$ cat src/rtl/rot_input_conditioner.sv
// Synchronises and debounces the two rotary encoder pins, flags accepted edges, counts bounces.
// Latency: a held pin level reaches rota/rotb SYNC_STAGES + DEBOUNCE_CYCLES edges after first sample.
// Backpressure: none; free-running stage that samples on every clk edge.
//
// Ports:
//   clk, rst           system clock, asynchronous active-high reset
//   rota_raw/rotb_raw  raw encoder pins, asynchronous to clk
//   rota/rotb          debounced channel levels for the quadrature decoder
//   rota_chg/rotb_chg  one-cycle pulse in the cycle the clean level changes
//   glitch_cnt         saturating count of rejected bounces, both channels combined
module rot_input_conditioner #(
   parameter int SYNC_STAGES     = 2,
   parameter int DEBOUNCE_CYCLES = 1000,
   parameter int CNT_W           = 16
) (
   input  logic       clk,
   input  logic       rst,
   input  logic       rota_raw,
   input  logic       rotb_raw,
   output logic       rota,
   output logic       rotb,
   output logic       rota_chg,
   output logic       rotb_chg,
   output logic [7:0] glitch_cnt
);

   typedef enum logic {STABLE, PENDING} state_t;

   localparam logic [CNT_W-1:0] DEB_LIM = CNT_W'(DEBOUNCE_CYCLES);
   localparam logic [CNT_W-1:0] CNT_ONE = CNT_W'(1);

   logic [1:0] raw_w;
   logic [1:0] clean_w;
   logic [1:0] chg_w;
   logic [1:0] glitch_w;

   assign raw_w = {rotb_raw, rota_raw};

   for (genvar ch = 0; ch < 2; ch++) begin : g_chan
      logic [SYNC_STAGES-1:0] sync_q;
      state_t                 state_q;
      logic [CNT_W-1:0]       cnt_q;
      logic                   clean_q;
      logic                   chg_q;
      logic                   s_w;

      // Plain shift chain: flops reset high because the encoder idles pulled up.
      always_ff @(posedge clk or posedge rst) begin
         if (rst) begin
            sync_q <= '1;
         end else begin
            sync_q <= {sync_q[SYNC_STAGES-2:0], raw_w[ch]};
         end
      end

      assign s_w = sync_q[SYNC_STAGES-1];

      // A pending transition that sees the old level again is a bounce.
      assign glitch_w[ch] = (state_q == PENDING) && (s_w == clean_q);

      always_ff @(posedge clk or posedge rst) begin
         if (rst) begin
            state_q <= STABLE;
            cnt_q   <= '0;
            clean_q <= 1'b1;
            chg_q   <= 1'b0;
         end else begin
            chg_q <= 1'b0;
            case (state_q)
               STABLE: begin
                  cnt_q <= '0;
                  if (s_w != clean_q) begin
                     if (DEB_LIM == CNT_ONE) begin
                        clean_q <= s_w;
                        chg_q   <= 1'b1;
                     end else begin
                        state_q <= PENDING;
                        cnt_q   <= CNT_ONE;
                     end
                  end
               end
               PENDING: begin
                  if (s_w == clean_q) begin
                     state_q <= STABLE;
                     cnt_q   <= '0;
                  end else if (cnt_q + CNT_ONE == DEB_LIM) begin
                     // This edge is the DEBOUNCE_CYCLES-th consecutive differing sample.
                     clean_q <= s_w;
                     chg_q   <= 1'b1;
                     state_q <= STABLE;
                     cnt_q   <= '0;
                  end else begin
                     cnt_q <= cnt_q + CNT_ONE;
                  end
               end
               default: begin
                  state_q <= STABLE;
                  cnt_q   <= '0;
               end
            endcase
         end
      end

      assign clean_w[ch] = clean_q;
      assign chg_w[ch]   = chg_q;
   end

   // Glitch counter: both channels may bounce on the same edge, so add up to 2 and clamp.
   logic [7:0] glitch_q;
   logic [7:0] glitch_d;
   logic [8:0] glitch_sum_w;

   always_comb begin
      glitch_sum_w = {1'b0, glitch_q} + 9'(glitch_w[0]) + 9'(glitch_w[1]);
      glitch_d     = glitch_q;
      if (glitch_sum_w > 9'd255) begin
         glitch_d = 8'hFF;
      end else begin
         glitch_d = glitch_sum_w[7:0];
      end
   end

   always_ff @(posedge clk or posedge rst) begin
      if (rst) begin
         glitch_q <= '0;
      end else begin
         glitch_q <= glitch_d;
      end
   end

   assign rota       = clean_w[0];
   assign rotb       = clean_w[1];
   assign rota_chg   = chg_w[0];
   assign rotb_chg   = chg_w[1];
   assign glitch_cnt = glitch_q;

endmodule

$ cat config.mk
export PLATFORM = sky130hd
export DESIGN_NAME = rot_input_conditioner
export DESIGN_NICKNAME = d
export VERILOG_FILES = /design/src/rtl/rot_input_conditioner.sv
export SDC_FILE = /design/constraint.sdc
export NUM_CORES = 1
export LEC_CHECK = 0
export ABC_CLOCK_PERIOD_IN_PS = 3100
export CORE_MARGIN = 3
export CORE_UTILIZATION = 59
export DETAILED_ROUTE_END_ITERATION = 6
export MAX_ROUTING_LAYER = met4
export PLACE_DENSITY = 0.79
export SYNTH_ARGS = -nofsm -noshare
export SYNTH_HDL_FRONTEND = slang
export SYNTH_SLANG_ARGS = --single-unit
$ cat constraint.sdc
create_clock -name clk -period 3.1 [get_ports clk]
set_input_delay 0.62 -clock clk [delete_from_list [all_inputs] [get_ports clk]]
set_output_delay 0.62 -clock clk [all_outputs]
set_load 0.01 [all_outputs]
==> results of run 1 <==
power by group:
part	internal, uW	leakage (uW)	total, uW	switching (uW)
registers	705	0.000657	764	58.4
clock network	238	0.0000579	455	218
logic	131	0.000540	238	106
per-stage QoR:
step	hold WS, ps	setup WS (ps)
final	361	695
after global routing	365	527
after CTS	363	700
after detailed placement	351	723
after global placement	346	850
after floorplan	345	953
metal layers:
layer | track usage [%] | wire length [um]
met3 | 4.55 | 228
met2 | 30.9 | 2280
met5 | - | 0
met4 | 9.02 | 86
met1 | 30.9 | 2270
flip-flops by register name, summed over array words and instances (netlist names):
signal          count
g_chan.cnt_q       32
glitch_cnt          8
g_chan.sync_q       4
g_chan.state_q      2
rota                1
rota_chg            1
rotb                1
rotb_chg            1
synthesized netlist by cell type, types with 2 or more instances:
master / count / share of area [%]
sky130_fd_sc_hd__nor2b_1: 2 / 0.48
sky130_fd_sc_hd__dfstp_2: 6 / 6.0
sky130_fd_sc_hd__nor3b_1: 2 / 0.57
sky130_fd_sc_hd__xor2_1: 10 / 3.3
sky130_fd_sc_hd__o21a_1: 2 / 0.57
sky130_fd_sc_hd__or3_1: 4 / 0.95
sky130_fd_sc_hd__and3_1: 9 / 2.1
sky130_fd_sc_hd__nor2_1: 40 / 5.7
sky130_fd_sc_hd__nand4_1: 7 / 1.7
sky130_fd_sc_hd__a21o_1: 3 / 0.86
sky130_fd_sc_hd__nand3_1: 11 / 2.1
sky130_fd_sc_hd__nor4_4: 2 / 1.6
sky130_fd_sc_hd__and2_1: 3 / 0.72
sky130_fd_sc_hd__a21oi_1: 5 / 0.95
sky130_fd_sc_hd__or2_2: 2 / 0.48
sky130_fd_sc_hd__inv_1: 10 / 1.4
sky130_fd_sc_hd__dfrtp_1: 44 / 42
sky130_fd_sc_hd__nor3_1: 3 / 0.57
sky130_fd_sc_hd__o21ai_0: 2 / 0.38
sky130_fd_sc_hd__ha_1: 5 / 2.4
sky130_fd_sc_hd__xnor2_1: 23 / 7.7
sky130_fd_sc_hd__nand2b_1: 3 / 0.72
sky130_fd_sc_hd__clkbuf_1: 3 / 0.43
sky130_fd_sc_hd__a31oi_1: 4 / 0.95
sky130_fd_sc_hd__nand4_2: 2 / 0.95
sky130_fd_sc_hd__nand4b_1: 3 / 1.0
sky130_fd_sc_hd__buf_2: 2 / 0.38
sky130_fd_sc_hd__and4_1: 3 / 1.0
sky130_fd_sc_hd__nand2_1: 19 / 2.7
sky130_fd_sc_hd__nor3_2: 3 / 1.1
sky130_fd_sc_hd__a32o_1: 2 / 0.76
cell usage in the layout, fill, tap and decap left out, types with 2 or more instances in the layout:
master	Yosys	routed
sky130_fd_sc_hd__nor2_1	40	40
sky130_fd_sc_hd__nand2_1	19	19
sky130_fd_sc_hd__xor2_1	10	10
sky130_fd_sc_hd__nor3b_1	2	2
sky130_fd_sc_hd__o21ai_0	2	2
sky130_fd_sc_hd__or2_2	2	2
sky130_fd_sc_hd__a31oi_1	4	4
sky130_fd_sc_hd__xnor2_1	23	23
sky130_fd_sc_hd__clkinv_2	0	2
sky130_fd_sc_hd__inv_1	10	9
sky130_fd_sc_hd__nor4_4	2	2
sky130_fd_sc_hd__and4_1	3	3
sky130_fd_sc_hd__and3_1	9	9
sky130_fd_sc_hd__nor3_1	3	3
sky130_fd_sc_hd__nor3_2	3	3
sky130_fd_sc_hd__or3_1	4	4
sky130_fd_sc_hd__nand2b_1	3	3
sky130_fd_sc_hd__nand3_1	11	11
sky130_fd_sc_hd__nand4_2	2	2
sky130_fd_sc_hd__buf_4	1	2
sky130_fd_sc_hd__dfstp_2	6	6
sky130_fd_sc_hd__nor2b_1	2	2
sky130_fd_sc_hd__nand4_1	7	7
sky130_fd_sc_hd__nand4b_1	3	3
sky130_fd_sc_hd__ha_1	5	5
sky130_fd_sc_hd__a21o_1	3	3
sky130_fd_sc_hd__o21a_1	2	2
sky130_fd_sc_hd__clkbuf_8	0	5
sky130_fd_sc_hd__a21oi_1	5	5
sky130_fd_sc_hd__dfrtp_1	44	44
sky130_fd_sc_hd__and2_1	3	3
sky130_fd_sc_hd__a32o_1	2	2
sky130_fd_sc_hd__clkdlybuf4s50_1	0	15
worst min-delay path by stage:
stage	end	slack (ps)	depth (start not counted)
6_report	g_chan[1].sync_q[1]	360	0
5_1_grt	g_chan[0].sync_q[1]	360	0
4_1_cts	g_chan[0].sync_q[1]	360	0
3_5_place_dp	g_chan[1].sync_q[1]	350	0
3_3_place_gp	g_chan[1].sync_q[1]	350	0
2_1_floorplan	g_chan[0].sync_q[1]	350	0
cell families after synthesis:
family	after synthesis	synth area share, %
adder cells (fa/ha/maj)	6	3.15
AND/OR/NAND/NOR	124	26.9
multiplexers	2	1.00
AO/OA/AOI/OAI	26	7.25
XOR/XNOR	33	11.0
flip-flops	50	48.0
buffers and inverters	17	2.72
cell type report:
type                       instances  area share [%]
inverter                          10            1.28
multi-input combinational        191            44.2
clock buffer                       5            2.35
tap                               50            2.14
sequential                        50            43.0
timing repair buffer              17            5.64
clock inverter                     3            1.37
==> results.toml, run 1 <==
[setup_path]
sequence_of_cells_on_the_critical_path = "ha_1 > nand3_1 > xor2_1 > nand4_1 > or3_1 > nor3_1 > mux2_2"
critical-path-top-delay-family = "simple AND/OR/NAND/NOR gates"
critical_path.reg2reg.startpoint = "g_chan[0].cnt_q[0]"
worst-endpoint-required_ps = 3340
setup.worst_path.end_class = "flip-flop"
timing.reg2reg.worst_path_depth = 7
cp_slowest_stage_delay_ps = 450
start_kind = "flip-flop"
critPathBufInv = 0
timing_worst_setup_path_type = "flip-flop to flip-flop"
worst-r2r-setup-slack_ps = 700
worstSetupEndpoint = "rota"
slowest_stage = "sky130_fd_sc_hd__dfrtp_1"
crit_path_max_fanout = 9
crit_start = "g_chan[0].cnt_q[0]"
worst_ep_arrival_time_ps = 2640
crit-reg2reg-capture = "rota"
critical_path_depth = 7

[floorplanning]
io_pins = 16
initial_utilization_pct = 63.3
std_cell_rows = 23
die-area_um2 = 5280
die_height_um = 72.7
core_um2 = 4140
die_x_um = 72.7

[sta]
final-setup-viol-count = 0
final-max-slew-violation-count = 0
timing.max_slew.rel_slack_pct = 65.4
maxClockFrequency_ghz = 0.416
unrepaired_setup_endpoints_after_global_routing = "no"
timing.setup.tns_ps = 0
finalHoldViolations = 0
min_period_over_period_pct = 77.6
final_period_minus_worst_setup_slack_ps = 2400
worstMarginPinSlew_ps = 516
final.setup_skew_ps = 10.4

[routing]
drt_drc_violations_left = 0
route.final.wire_length_mm = 4.86
dr_total_vias = 1954
per_cell_via_count_in_the_routed_design = 5.99
drt.antenna.violating_nets = 0
drt_first_iter_violations = 206
detailedRoute.firstPassIterationCount = 4
route.detailed.wl_per_inst_um = 14.9

[clock_network]
postCtsSetupRepairBufs = 0
clockBufferDepth = 2
cts.htree.levels = 2
insertion_delay_ps = 310
cts.reportedPaths.clkPinSlew_ps = 90
clk_root_buffer_cell = "sky130_fd_sc_hd__clkbuf_8"
cts_resized = 0
cts_num_sinks = 50
cts_made_buffers = 5
clock_tree_from_tritoncts = "built"
cts_hold_buf = 0

[global_route]
grt-ovfl-total = 0
first_global_vias = 1947
grtUsageTotal_pct = 21.9
pin_count_of_the_biggest_net_entering_global_routing = 25
grt_antenna_before_repair = 0
grt_first_pass_wirelength_mm = 8.79

[yosys]
synth.distinct_cells = 50
synthArstFlopShare_pct = 100
postSynthRegisterBits = 50
synthesis.yosys.warnings = 0
syn-num-nets = 268
synth.cell_area_um2 = 2620
post_synth_inst_count = 258
postSynth.topFlopCell = "sky130_fd_sc_hd__dfrtp_1"
syn_area_per_cell_um2 = 10.2
proportion_of_synthesized_chip_area_in_sequential_cells_pct = 48.0
synth-edff-count = 0

[worst_hold_path]
hp-class = "flip-flop to flip-flop"
worstHoldStart = "g_chan[1].sync_q[0]"

[placement]
globalplace.congestion = 0.855
placedCellCount = 318
port_buffers = 15
postPlaceCellArea_um2 = 2820
place.detailed.hpwl_mm = 3.52

[power]
power.density_cell_area_nw_per_um2 = 498
irDropWorstVdd_uv = 534
total_power_uw = 1460
leakagePower_uw = 0.00125

[layout]
n_fill_cell = 303
multiInputGateArea_um2 = 1290
antenna_fix_cells = 0
ff_latch_area_um2 = 1260
drive_above_1_share_pct = 11.6
post_layout_nonfiller_instances = 326
finish.instance_area_um2 = 2930
post-route-util_pct = 70.6
total_nets_final = 285
flow.area_growth_from_synthesis_pct = 11.5

[outcome]
run_status = "completed"

[flow_run]
drv_cap = 0
No activity file was read; power rests on OpenSTA's default activity.
==> inputs of run 2 (changes only) <==
- ABC_CLOCK_PERIOD_IN_PS: 3100 -> 1950
- CORE_UTILIZATION: 59 -> 53
- PLACE_DENSITY: 0.79 -> 0.75
- clock period: 3.1 -> 1.95 ns (I/O delays scaled with it)
==> results.toml, run 2 (synthesis results as in run 1) <==
[worst_hold_path]
hp-class = "flip-flop to flip-flop"
worstHoldStart = "g_chan[1].sync_q[0]"

[sta]
timing.final.ws_setup_ps = -128
min_period_over_period_pct = 107
final_period_minus_worst_setup_slack_ps = 2080
finalHoldViolations = 0
worstMarginPinSlew_ps = 433
final.setup_skew_ps = 9.25
maxClockFrequency_ghz = 0.481
final-setup-viol-count = 11
timing.setup.tns_ps = -536
final-max-slew-violation-count = 0
timing.max_slew.rel_slack_pct = 70.9
unrepaired_setup_endpoints_after_global_routing = "yes"
finalHoldWorstSlack_ps = 361

[layout]
flow.area_growth_from_synthesis_pct = 36.3
largest_register_ffs = 32
total_nets_final = 329
antenna_fix_cells = 0
drive_above_1_share_pct = 36.9
regMostFlops = "g_chan.cnt_q"
layout.cells.most_common_list = "38 x sky130_fd_sc_hd__dfrtp_1, 37 x sky130_fd_sc_hd__buf_4, 32 x sky130_fd_sc_hd__nor2_1"
final_common_cell = "sky130_fd_sc_hd__dfrtp_1"

[clock_network]
cts.htree.levels = 2
cts_num_sinks = 50
clockBufferDepth = 2
cts_made_buffers = 5
clock_tree_from_tritoncts = "built"
cts.reportedPaths.clkPinSlew_ps = 90
insertion_delay_ps = 310
clk_root_buffer_cell = "sky130_fd_sc_hd__clkbuf_8"

[routing]
drt_drc_violations_left = 0
dr_total_vias = 2104
detailedRoute.firstPassIterationCount = 4
drt_first_iter_violations = 165
route.detailed.wl_per_inst_um = 15.6
drt.antenna.violating_nets = 0
route.final.wire_length_mm = 6.01
per_cell_via_count_in_the_routed_design = 5.46

[global_route]
pin_count_of_the_biggest_net_entering_global_routing = 51
grt_first_pass_wirelength_mm = 9.55
grtUsageTotal_pct = 20.6
grt-ovfl-total = 0
grt_antenna_before_repair = 0
first_global_vias = 2093

[outcome]
run_status = "complete, but fails checks"
violations_in_the_final_reports = "setup timing"

[power]
p_seq_share_pct = 50.7
irDropWorstVdd_uv = 737
power.internal_uw = 1760
clock_power_share_pct = 30.4
netSwitchingFraction_pct = 27.0
leakagePower_uw = 0.00154
power.density_cell_area_nw_per_um2 = 675
total_switching_power_uw = 651
comb_power_share_pct = 18.9

[floorplanning]
io_pins = 16
initial_utilization_pct = 57.5
die_height_um = 76.4
die_x_um = 76.4
die-area_um2 = 5830
core_um2 = 4560
std_cell_rows = 24

[flow_run]
drv_cap = 0

[setup_path]
crit_start = "g_chan[1].cnt_q[0]"
crit_path_max_fanout = 5
worst-endpoint-required_ps = 2170
timing_worst_setup_path_type = "flip-flop to flip-flop"
setup.worst_path.end_class = "flip-flop"
start_kind = "flip-flop"
worst_ep_arrival_time_ps = 2300
critical_path.reg2reg.startpoint = "g_chan[1].cnt_q[0]"

[placement]
place.detailed.hpwl_mm = 3.56
port_buffers = 15
globalplace.congestion = 0.790
==> run 2: critical path: stages, from the launching register on <==
cell and delay, ps:
sky130_fd_sc_hd__dfrtp_2 440, sky130_fd_sc_hd__ha_4 170, sky130_fd_sc_hd__nand3_4 120, sky130_fd_sc_hd__buf_6 150, sky130_fd_sc_hd__or3_1 330, sky130_fd_sc_hd__nand4_1 110, sky130_fd_sc_hd__a32oi_2 90, sky130_fd_sc_hd__a21o_1 280
sky130_fd_sc_hd__buf_6 160, sky130_fd_sc_hd__nor2_1 150
==> run 2: power groups by stage <==
stage | sequential, uW | combinational, uW | clock (uW)
after floorplan | 1250 | 188 | 0
after global placement | 1230 | 420 | 0
after detailed placement | 1230 | 429 | 0
after CTS | 1220 | 443 | 751
after global routing | 1240 | 504 | 801
final | 1220 | 457 | 735
==> run 2: metrics by stage <==
step,total power [uW],util [%],std cells,setup slack [ps],instance area [um^2]
floorplan,1440,-,258,-63.3,2700
global placement,1650,70.2,371,-31.6,3200
detailed placement,1660,70.2,371,-82.1,3200
CTS,2410,75.4,381,-36.7,3440
global route,2540,78.4,385,-244,3580
finish,2420,78.4,385,-128,3580
==> run 2: timing repair <==
item | CTS | global route
pin swaps | 8 | 12
setup buffers | 2 | 4
endpoints found under the setup margin | 16 | 30
hold buffers | 0 | 0
resized for setup | 27 | 28
==> run 2: worst paths after layout <==
path | slack, ps | to | depth (start not counted)
worst max register to register | -130 | g_chan[1].cnt_q[6] | 9
worst min-delay path | 360 | g_chan[1].sync_q[1] | 0
worst min register to register | 360 | g_chan[1].sync_q[1] | 0
min in group asynchronous | 440 | g_chan[1].state_q | 3
max in group asynchronous | 1230 | rota | 3
worst max-delay path | -130 | g_chan[1].cnt_q[6] | 9
==> run 2: area by class of cell <==
type / count / area (um^2)
flip-flops and latches: 50 / 1270
clock inverters: 2 / 37.5
clock buffers: 6 / 72.6
well taps: 65 / 81.3
multi-input cells: 191 / 1540
fillers: 267 / 987
inverters: 10 / 37.5
repair buffers: 61 / 541
==> run 2: layer usage <==
metal | part of all wire, % | routed length, um | track usage (%)
met5 | 0 | 0 | -
met4 | 2.7 | 165 | 6.88
met3 | 4.1 | 248 | 4.37
met2 | 48 | 2920 | 31.8
met1 | 45 | 2680 | 27.3
==> inputs of run 3 (changes only) <==
- ABC_AREA: not set -> 1
==> results.toml, run 3 <==
[outcome]
run_status = "completed"

[sta]
min_period_over_period_pct = 99.0
unrepaired_setup_endpoints_after_global_routing = "yes"
worstMarginPinSlew_ps = 315
final.setup_skew_ps = 8.25
final-setup-viol-count = 0
maxClockFrequency_ghz = 0.518
timing.setup.tns_ps = 0
timing.max_slew.rel_slack_pct = 78.9
finalHoldViolations = 0
final_period_minus_worst_setup_slack_ps = 1930
final-max-slew-violation-count = 0

[clock_network]
cts_num_sinks = 50
clk_root_buffer_cell = "sky130_fd_sc_hd__clkbuf_8"
insertion_delay_ps = 310
cts_made_buffers = 5
cts_hold_buf = 0
cts.reportedPaths.clkPinSlew_ps = 90
clockBufferDepth = 2
clock_tree_from_tritoncts = "built"
cts.htree.levels = 2

[yosys]
synth.largest_area_cell = "sky130_fd_sc_hd__dfrtp_1"
proportion_of_synthesized_chip_area_in_sequential_cells_pct = 47.7
postSynth.topFlopCell = "sky130_fd_sc_hd__dfrtp_1"
synthArstFlopShare_pct = 100
postSynthRegisterBits = 50
post_synth_inst_count = 341
syn-num-nets = 351
synthesis.yosys.warnings = 0
netlist_top_cells_count = "97 x sky130_fd_sc_hd__nand2_1, 59 x sky130_fd_sc_hd__nor2_1, 44 x sky130_fd_sc_hd__dfrtp_1"
synth.cell_area_um2 = 2640
synth-edff-count = 0
synth_top_cell_area_share_pct = 41.7
syn_area_per_cell_um2 = 7.74
synth.most_common_cell = "sky130_fd_sc_hd__nand2_1"
synth_area_leaders = "sky130_fd_sc_hd__dfrtp_1 42%, sky130_fd_sc_hd__nand2_1 14%, sky130_fd_sc_hd__nor2_1 8.4%"
synth.distinct_cells = 25

[floorplanning]
die-area_um2 = 5860
die_x_um = 76.6
core_um2 = 4750
initial_utilization_pct = 55.5
io_pins = 16
std_cell_rows = 25
die_height_um = 76.6

[global_route]
grtUsageTotal_pct = 21.0
grt_antenna_before_repair = 0
grt-ovfl-total = 0
pin_count_of_the_biggest_net_entering_global_routing = 51
grt_first_pass_wirelength_mm = 9.67
first_global_vias = 2211

[layout]
regMostFlops = "g_chan.cnt_q"
flow.area_growth_from_synthesis_pct = 30.0
post-route-util_pct = 72.2
antenna_fix_cells = 0
multiInputGateArea_um2 = 1460
drive_above_1_share_pct = 26.5
ff_latch_area_um2 = 1260
largest_register_ffs = 32
post_layout_nonfiller_instances = 452
n_fill_cell = 364
layout.cells.most_common_list = "81 x sky130_fd_sc_hd__nand2_1, 44 x sky130_fd_sc_hd__dfrtp_1, 41 x sky130_fd_sc_hd__nor2_1"
final_common_cell = "sky130_fd_sc_hd__nand2_1"
total_nets_final = 394

[routing]
drt.antenna.violating_nets = 0
drt_drc_violations_left = 0
dr_total_vias = 2355
per_cell_via_count_in_the_routed_design = 5.21
detailedRoute.firstPassIterationCount = 4
drt_first_iter_violations = 192
route.detailed.wl_per_inst_um = 13.8
route.final.wire_length_mm = 6.25

[setup_path]
start_kind = "flip-flop"
timing_worst_setup_path_type = "flip-flop to flip-flop"
worst_ep_arrival_time_ps = 2170
worst-endpoint-required_ps = 2190
setup.worst_path.end_class = "flip-flop"
crit_path_max_fanout = 8

[placement]
placedCellCount = 438
place.detailed.hpwl_mm = 4.06
globalplace.congestion = 0.850
port_buffers = 15

[worst_hold_path]
hp-class = "flip-flop to flip-flop"

[power]
irDropWorstVdd_uv = 727
total_power_uw = 2490
leakagePower_uw = 0.00149
power.density_cell_area_nw_per_um2 = 726

[flow_run]
drv_cap = 0
[run 3: cell types whose count changed after synthesis, moves of 4 or more]
cell	delta
sky130_fd_sc_hd__a31oi_1	-4
sky130_fd_sc_hd__nand3_1	+14
sky130_fd_sc_hd__nor2_1	+19
sky130_fd_sc_hd__o21bai_1	+4
sky130_fd_sc_hd__nor2_2	+5
sky130_fd_sc_hd__inv_1	+31
sky130_fd_sc_hd__xnor2_1	-22
sky130_fd_sc_hd__and3_1	-9
sky130_fd_sc_hd__nand4_1	+5
sky130_fd_sc_hd__nand2_1	+78
sky130_fd_sc_hd__or3_1	-4
sky130_fd_sc_hd__a21oi_1	+4
[run 3: path summary, 6_finish.rpt]
check / from / end / slack, ps / cells after the start
max: rota / glitch_cnt[5] / 20 / 11
max reg2reg: rota / glitch_cnt[5] / 20 / 11
min: g_chan[0].sync_q[0] / g_chan[0].sync_q[1] / 360 / 0
min in group asynchronous: rst / rota_chg / 440 / 3
min reg2reg: g_chan[0].sync_q[0] / g_chan[0].sync_q[1] / 360 / 0
max in group asynchronous: rst / g_chan[1].sync_q[1] / 1220 / 3
[run 3: cells by family (layout without fill, tap and decap cells)]
kind of cell	Yosys count	in the layout	synth area share (%)
simple gates	209	209	34.1
flops	50	50	47.7
buf+inv	43	87	6.68
compound gates	21	21	4.45
xor+xnor	12	12	3.98
fa+ha+maj	6	6	3.13
[run 3: stage by stage]
step / hold WS (ps) / instance area [um^2] / setup WS, ps
floorplan: 345 / 2650 / 11.1
global placement: 347 / 3010 / 0.280
detailed placement: 354 / 3010 / -39.3
CTS: 367 / 3190 / 11.7
global route: 370 / 3430 / -80.5
finish: 364 / 3430 / 19.7
[run 3: metal layers]
layer	GRT usage [%]	up-vias	routed length (um)
met2	35.7	50	3230
met5	-	-	0
met3	4.14	10	224
met4	5.07	0	89
li1	-	1161	-
met1	25.9	1134	2710
[run 3: what timing repair did]
action,4_1_cts,5_1_grt
pin swaps,2,19
buffers inserted,3,3
gates resized for setup,12,61
setup endpoints to repair,28,43
[run 3: critical path, stage by stage (launching register included)]
cell,delay [ps]
sky130_fd_sc_hd__dfstp_2,550
sky130_fd_sc_hd__xor2_1,80
sky130_fd_sc_hd__inv_1,90
sky130_fd_sc_hd__nand2_2,70
sky130_fd_sc_hd__fa_2,340
sky130_fd_sc_hd__inv_2,90
sky130_fd_sc_hd__ha_4,130
sky130_fd_sc_hd__nand2_2,80
sky130_fd_sc_hd__nor2_4,100
sky130_fd_sc_hd__nand4_1,110
sky130_fd_sc_hd__buf_6,170
sky130_fd_sc_hd__o21ai_1,60
[run 3: where the power goes]
group	switching, uW	total, uW	leakage [uW]	internal (uW)
registers	97.9	1230	0.000657	1130
logic	261	533	0.000781	271
clock network	347	731	0.0000524	385
[run 3: cell type report]
type / instances / share of cell area [%]
sequential: 50 / 36.7
clock buffer: 7 / 2.22
inverter: 41 / 4.48
clock inverter: 1 / 0.875
tap: 67 / 2.44
timing repair buffer: 38 / 10.8
multi-input combinational: 248 / 42.5
